[src/rtl/capture_readout.sv]
// Read-side controller for the sample-capture BRAM: on a start edge while the
// BRAM is full, streams addresses 0..MAX_COUNT-1 out over a valid/ready port.
module capture_readout #(
    parameter int NB_ADDR   = 15,
    parameter int NB_DATA   = 14,
    parameter int MAX_COUNT = 2047
) (
    input  logic               clock,
    input  logic               i_reset,
    input  logic               i_start,
    input  logic               i_abort,
    input  logic               i_mem_full,
    output logic [NB_ADDR-1:0] o_read_addr,
    output logic               o_read_enable,
    input  logic [NB_DATA-1:0] i_read_data,
    output logic [NB_DATA-1:0] o_data,
    output logic               o_valid,
    input  logic               i_ready,
    output logic               o_busy,
    output logic               o_done
);

    typedef enum logic [2:0] {
        IDLE,
        READ,
        WAIT,
        PRESENT,
        DONE
    } state_t;

    localparam logic [NB_ADDR-1:0] LAST_ADDR = NB_ADDR'(MAX_COUNT - 1);

    state_t             state;
    state_t             state_next;
    logic [NB_ADDR-1:0] addr;
    logic [NB_ADDR-1:0] addr_next;
    logic               start_d;
    logic               start_pulse;
    logic [NB_DATA-1:0] data_q;

    assign start_pulse = i_start && !start_d;

    always_ff @(posedge clock or negedge i_reset) begin
        if (!i_reset) begin
            state   <= IDLE;
            addr    <= '0;
            start_d <= 1'b0;
            data_q  <= '0;
        end else begin
            state   <= state_next;
            addr    <= addr_next;
            start_d <= i_start;
            if (state == WAIT) begin
                data_q <= i_read_data;
            end
        end
    end

    // addr only moves on entry to READ, so it doubles as the held read address
    always_comb begin
        state_next = state;
        addr_next  = addr;
        if (i_abort && state != IDLE) begin
            state_next = IDLE;
        end else begin
            case (state)
                IDLE: begin
                    if (start_pulse && i_mem_full) begin
                        state_next = READ;
                        addr_next  = '0;
                    end
                end
                READ:    state_next = WAIT;
                WAIT:    state_next = PRESENT;
                PRESENT: begin
                    if (i_ready) begin
                        if (addr == LAST_ADDR) begin
                            state_next = DONE;
                        end else begin
                            addr_next  = addr + NB_ADDR'(1);
                            state_next = READ;
                        end
                    end
                end
                DONE:    state_next = IDLE;
                default: state_next = IDLE;
            endcase
        end
    end

    assign o_read_addr   = addr;
    assign o_read_enable = (state == READ);
    assign o_data        = data_q;
    assign o_valid       = (state == PRESENT);
    assign o_busy        = (state != IDLE);
    assign o_done        = (state == DONE);

endmodule

[config.mk]
export PLATFORM = sky130hd
export DESIGN_NAME = capture_readout
export DESIGN_NICKNAME = d
export VERILOG_FILES = /design/src/rtl/capture_readout.sv
export SDC_FILE = /design/constraint.sdc
export NUM_CORES = 1
export LEC_CHECK = 0
export BUFFER_PORTS_ARGS = -buffer_cell sky130_fd_sc_hd__buf_4
export CAP_MARGIN = 20
export CORE_MARGIN = 10
export CORE_UTILIZATION = 50
export CTS_CLUSTER_SIZE = 16
export DETAILED_ROUTE_END_ITERATION = 10
export PLACE_DENSITY = 0.79
export SLEW_MARGIN = 20
export SYNTH_ARGS = -nofsm -noshare
export SYNTH_HDL_FRONTEND = slang
export SYNTH_SLANG_ARGS = --single-unit
[constraint.sdc]
create_clock -name clock -period 2.3 [get_ports clock]
set_clock_uncertainty 0.15 [all_clocks]
set_input_delay 0.115 -clock clock [delete_from_list [all_inputs] [get_ports clock]]
set_output_delay 0.115 -clock clock [all_outputs]
set_load 0.02 [all_outputs]
Word-level counts from Yosys, hierarchy flattened
Cells that the tools add are included.

Add/sub/neg operators: 1. Equal/unequal tests: 10. Muxes and demuxes: 9. Bitwise operators: 1. Reductions and logical operators: 9.

Operators with widths (count): 15-bit two-way mux (3); 15-bit one-hot mux with 2 select lines (1); 15-bit by 1-bit adder with 15-bit output (second input constant) (1); 15-bit by 11-bit equality test with 1-bit output (second input constant) (1); 3-bit two-way mux (4); 3-bit one-hot mux with 4 select lines (1); 3-bit by 2-bit equality test with 1-bit output (second input constant) (2); 5-bit AND reduction (1); 2-bit != test (second input constant) (2); 3-bit by 1-bit equality test with 1-bit output (second input constant) (1); 3-bit equality test (second input constant) (1); 1-bit logical AND (3); 3-bit zero test (1); 3-bit by 1-bit != test with 1-bit output (second input constant) (1); 3-bit != test (second input constant) (1); 3-bit nonzero test (1); 2-bit by 1-bit != test with 1-bit output (second input constant) (1); 2-bit AND reduction (1); 2-bit nonzero test (1); 1-bit zero test (1); 1-bit NOT (1).

Register bits: 33. Input bits: 20. Output and inout bits: 33. Logic and storage cells: 34.

Logic depth before layout (Yosys ltp)
Gate-level depths: netlist of the first run.

Depth in word-level cells: 6. Mapped depth: 7. Depth with buffers taken out: 7.

Least setup slack after synthesis of the first run
Ideal clock, no wire load.

Path kind: flip-flop to flip-flop. Start: register addr[0] (netlist: o_read_addr[0]). End: register addr[7] (netlist: o_read_addr[7]). Setup time: 139 ps. Arrival: 1678 ps. Slack: 333 ps. Cell stages (with the launch flop): 8. Buffers on the path: 0. Clock period less this slack: 1967 ps. Cell sequence: dfrtp_1 -> inv_1 -> ha_1 -> nor4b_2 -> nand4_2 -> nor2b_1 -> a41oi_1 -> a31oi_1.

Longest elaborated chain between the ends: 4. Elaborated cells on any way between the ends: 7.

RTL lines: start, declared (line 35) `logic [NB_ADDR-1:0] addr;`; start signal, assigned (line 51) `addr <= addr_next;`; 15-bit by 1-bit adder with 15-bit output (line 80) `addr_next = addr + NB_ADDR'(1);`; 15-bit two-way mux (line 77) `if (addr == LAST_ADDR) begin`; 15-bit two-way mux (line 76) `if (i_ready) begin`; 15-bit one-hot mux with 2 select lines (line 66) `case (state)`.

Several ways; a longest one is shown, not always the timed one. The select of a mux whose other input is x is not followed. A chain may end at the register's enable or synchronous reset.

Final worst setup path of the first run
Start: register state[2]. End: register state[1].

Longest elaborated chain between the ends: 4. Elaborated cells on any way between the ends: 11.

RTL lines: start, declared (line 33) `state_t state;`; start signal, assigned (line 50) `state <= state_next;`; 3-bit nonzero test (line 63) `if (i_abort && state != IDLE) begin`; 1-bit logical AND (line 63); 3-bit != test (no source line) / 3-bit by 1-bit != test with 1-bit output (equally long branches); 2-bit AND reduction (no source line).

Several ways; a longest one is shown, not always the timed one.

==> results of run 1 <==
==> cells by family (layout without fill, tap and decap cells) <==
family	count (synthesis)	count (layout)	synth area share (%)
buf+inv	10	87	2.57
compound gates	38	38	15.1
flops	33	33	50.0
simple gates	56	56	20.6
mux	15	15	10.2
fa+ha+maj	2	2	1.51
==> per-stage QoR <==
stage / setup slack (ps) / instances / cell area (um^2) / power (mW)
global placement: 290 / 249 / 2100 / 1.53
CTS: 200 / 275 / 2370 / 2.03
global route: 46.4 / 275 / 2370 / 2.14
finish: 128 / 275 / 2370 / 2.03
floorplan: 333 / 154 / 1650 / 1.21
detailed placement: 225 / 249 / 2100 / 1.55
==> per-layer routing <==
layer  part of all wire (%)  track usage (%)  vias to the layer above
met1                     40             16.7                      741
met5                      0                0                        -
met3                    9.0             7.72                        4
li1                       -                -                      726
met2                     50             27.3                       60
met4                   0.58             2.74                        0
==> flip-flops by register name, indices dropped and copies added (netlist names) <==
register	count
state	3
o_data	14
o_read_addr	15
start_d	1
==> synthesized netlist by cell type (2+ instances only) <==
library cell  instances  area, um^2
dfrtp_1              33         826
mux2_2               15         169
o21ai_0              13        65.1
nand2_1              12        45.0
nor2_1               11        41.3
a21oi_1               6        30.0
nand4_1               6        37.5
inv_1                 5        18.8
a31oi_1               3        18.8
nand3_1               3        15.0
a211o_1               2        17.5
a221o_1               2        20.0
a41oi_1               2        17.5
and3_1                2        12.5
and4_1                2        17.5
buf_2                 2        10.0
ha_1                  2        25.0
nor2b_1               2        12.5
nor3_1                2        10.0
nor3b_1               2        15.0
o31ai_1               2        15.0
or3_1                 2        12.5
==> cell type report <==
cell class                      instances  area, um^2  share of cell area [%]
Clock buffer                            7        55.1                    2.33
Clock inverter                          1        30.0                    1.27
Inverter                                6        23.8                    1.00
Multi-Input combinational cell        111         785                    33.1
Sequential cell                        33         826                    34.9
Tap cell                               44        55.1                    2.33
Timing Repair Buffer                   73         593                    25.1
==> worst paths after layout <==
kind / end / cells past startpoint
hold reg to reg: o_data[3] / 1
min in group clock: o_read_addr[8] / 3
setup / recovery: state[1] / 5
setup reg to reg: state[1] / 5
max in group asynchronous: o_read_addr[11] / 2
hold / removal: o_read_addr[2] / 2
==> power by group through the flow <==
stage | clock network, mW | logic, mW | registers (mW)
after floorplan | 0 | 0.221 | 0.989
after global placement | 0 | 0.704 | 0.821
after detailed placement | 0 | 0.718 | 0.834
after CTS | 0.460 | 0.742 | 0.824
after global routing | 0.498 | 0.797 | 0.843
final | 0.461 | 0.742 | 0.827
==> repair_timing <==
action,4_1_cts,5_1_grt
endpoints found under the hold margin,50,0
hold buffers,18,0
setup endpoints to repair,0,0
==> results.txt, run 1 <==
Worst EP arrival: 2270 ps
Max Slew Vio Count: 0
Total routed wirelength: 4670 um
Core Util, Final: 76.3%
FF+latch count, synth: 33
Status: completed
Post-CTS sizing: 0
Netlist cell types: 45
Clock latency on the worst-skew pair: 340 ps
Number of core rows: 20
# H-tree levels: 2
Predominant post-synthesis flop cell: dfrtp_1
P per Cell Area: 857 nW/um^2
CTS sink count: 33
Max-Cap Viols: 0
Root buffer cell: clkbuf_4
ANT cells: 0
Cell area after synthesis: 1650 um^2
FF-to-FF setup slack: 130 ps
Setup Viol. Count Final: 0
Slew margin rel.: 61.7%
Die height: 77.5 um
# nets final: 252
Sequential power share: 40.7%
First-pass GRT wire length: 7700 um
Worst path slowest cell: dlygate4sd3_1
Register area share after synthesis: 50.0%
Commonest non-fill, non-tap cell in the layout: buf_4
Core area: 3100 um^2
Area growth syn-to-layout: 43.2%
Layout cells sized above 1: 37.7%
Hold slack: 96.5 ps
Starting Density: 53.3%
Worst path max stage delay: 580 ps
Worst Hold Class: input pin to asynchronous set/reset pin
Die area: 6010 um^2
Boundary Pins: 53
Largest net degree at the start of global routing: 34
Min Tclk post-route: 2170 ps
CP max FO: 10
Worst r2r src: state[2]
Num CTS Buffers: 5
Required @ worst endpoint: 2400 ps
Final Hold Viols: 0
Vias per inst: 5.57
P_int: 1.35 mW
CTS tree: done
Final RePlAce weighted congestion: 0.857
Commonest non-fill, non-tap cells in the layout: 55 x buf_4, 33 x dfrtp_1, 18 x dlygate4sd3_1, 15 x mux2_2, 13 x o21ai_0
Router iterations before antenna repair: 4
Via count: 1531
Setup Buffers After CTS: 0
Post-Synthesis Cells: 154
Initial DRC count: 166
Post-synth EDFFs: 0
Setup crit start kind: register
DRC Markers: 0
Async SR Flop Fraction: 100%
Clock transition at path regs: 100 ps
Clock share of power: 22.7%
Switching Fraction: 33.7%
Leak pwr: 1.10 nW
Total grt overflow: 0
Drt wl/cell: 17.0 um
Initial antenna violation count: 0
CP Cell Sequence: nand3b_1, buf_4, a211o_1, dlygate4sd3_1, o21ai_0
Vias in the first global route: 1587
Final period util: 94.4%
Die X: 77.5 um
Final setup TNS: 0 ps
Critical setup path kind: register to register
YS warnings: 0
Peak Freq: 0.460 GHz
Clock buffer depth: 2
Final ANT Viol Nets: 0
Fillers: 218
GRT Overall Usage: 15.5%
NetSw: 684 uW
Net count after synthesis: 176
Peak supply drop: 602 uV
Syn_area_per_cell: 10.7 um^2
IO Port Bufs: 52
Worst Path Buf+Inv: 2
CP endpoint kind: register
Post-DP HPWL: 3100 um
Worst-Margin Slew: 575 ps
Critical Path Start: state[2]
Comb pwr share: 36.6%
Top delay family on crit path: buffers and inverters
Unrepaired setup endpoints after global routing: no
No activity file was read; power rests on OpenSTA's default activity.
==> run 2, diff against run 1 <==
--- a/config.mk
+++ b/config.mk
@@ -11,6 +11,7 @@
 export CORE_UTILIZATION = 50
 export CTS_CLUSTER_SIZE = 16
 export DETAILED_ROUTE_END_ITERATION = 10
+export MAX_ROUTING_LAYER = met4
 export PLACE_DENSITY = 0.79
 export SLEW_MARGIN = 20
 export SYNTH_ARGS = -nofsm -noshare
==> run 2 against run 1 <==
Compared with the run above:
- die area is the same
- via count grew 0.59%
- critical path type unchanged
- global-route usage grew 0.46 points
==> results.txt, run 2 (synthesis gave the netlist of run 1 again) <==
CP endpoint kind: register
CP max FO: 10
Commonest non-fill, non-tap cells in the layout: 55 x buf_4, 33 x dfrtp_1, 18 x dlygate4sd3_1, 15 x mux2_2, 13 x o21ai_0
Via count: 1540
Num CTS Buffers: 5
Total grt overflow: 0
Worst-Margin Slew: 600 ps
Root buffer cell: clkbuf_4
CTS tree: done
Setup crit start kind: register
Final period util: 94.4%
Largest net degree at the start of global routing: 34
Leak pwr: 1.10 nW
Initial antenna violation count: 0
Area growth syn-to-layout: 43.2%
Total routed wirelength: 4630 um
Core Util, Final: 76.3%
Core area: 3100 um^2
Slew margin rel.: 60.0%
GRT Overall Usage: 16.0%
Router iterations before antenna repair: 7
Commonest non-fill, non-tap cell in the layout: buf_4
CTS sink count: 33
Status: completed
Die area: 6010 um^2
First-pass GRT wire length: 7700 um
Clock transition at path regs: 110 ps
Clock latency on the worst-skew pair: 340 ps
Max-Cap Viols: 0
Worst EP arrival: 2270 ps
Clock buffer depth: 2
Hold slack: 91.1 ps
Peak supply drop: 602 uV
P per Cell Area: 858 nW/um^2
Post-DP HPWL: 3100 um
Critical setup path kind: register to register
Min Tclk post-route: 2170 ps
Worst Hold Class: input pin to asynchronous set/reset pin
Starting Density: 53.3%
Required @ worst endpoint: 2400 ps
Layout cells sized above 1: 37.7%
IO Port Bufs: 52
Final Hold Viols: 0
Peak Freq: 0.460 GHz
Max Slew Vio Count: 0
ANT cells: 0
Number of core rows: 20
Boundary Pins: 53
# H-tree levels: 2
Die X: 77.5 um
DRC Markers: 0
Setup Buffers After CTS: 0
Final RePlAce weighted congestion: 0.871
Drt wl/cell: 16.8 um
Post-CTS sizing: 0
Die height: 77.5 um
Setup Viol. Count Final: 0
Final setup TNS: 0 ps
Initial DRC count: 172
Vias in the first global route: 1589
Flip-flop count of the largest register after layout: 15
# nets final: 252
# hold bufs at CTS: 18
Final ANT Viol Nets: 0
Vias per inst: 5.60
Total power: 2.03 mW
Unrepaired setup endpoints after global routing: no
-- run 2: cell counts in the layout (fill, tap and decap cells not counted) --
No cell type changed its count.
-- run 2: layout make-up --
class / count / area, um^2
Inverter: 6 / 23.8
Tap cell: 44 / 55.1
Fill cell: 218 / 736
Clock buffer: 7 / 55.1
Timing Repair Buffer: 73 / 593
Sequential cell: 33 / 826
Multi-Input combinational cell: 111 / 785
Clock inverter: 1 / 30.0
-- run 2: path summary, 6_finish.rpt --
| check | start | to | slack [ps] | cells after the start |
|---|---|---|---|---|
| worst max-delay path | state[2] | state[1] | 130 | 5 |
| worst min-delay path | i_reset | o_read_addr[2] | 90 | 2 |
| worst max register to register | state[2] | state[1] | 130 | 5 |
| worst min register to register | o_data[3] | o_data[3] | 370 | 1 |
| max in group asynchronous | i_reset | o_read_addr[11] | 1610 | 2 |
| min in group clock | i_abort | o_read_addr[8] | 90 | 3 |
-- run 2: worst max-delay path, cell delays in order (launching register included) --
cell	delay, ps
dfrtp_1	450
nand3b_1	280
buf_4	230
a211o_1	270
dlygate4sd3_1	580
o21ai_0	110
-- run 2: layer usage --
metal	GRT usage (%)	up-vias	wire, um
li1	-	727	-
met2	27.2	57	2310
met4	2.74	0	27
met3	6.45	3	351
met5	-	-	0
met1	17.5	753	1940
-- run 2: through the flow --
stage                     setup WS [ps]  area (um^2)  instances
after global placement              290         2100        249
after CTS                           200         2370        275
after global routing               46.4         2370        275
after floorplan                     333         1650        154
final                               128         2370        275
after detailed placement            225         2100        249
-- run 2: report_power, final --
part           internal [mW]  total (mW)  switching, mW
clock                  0.260       0.462          0.203
sequential             0.722       0.826          0.104
combinational          0.364       0.742          0.379
total                   1.35        2.03          0.686
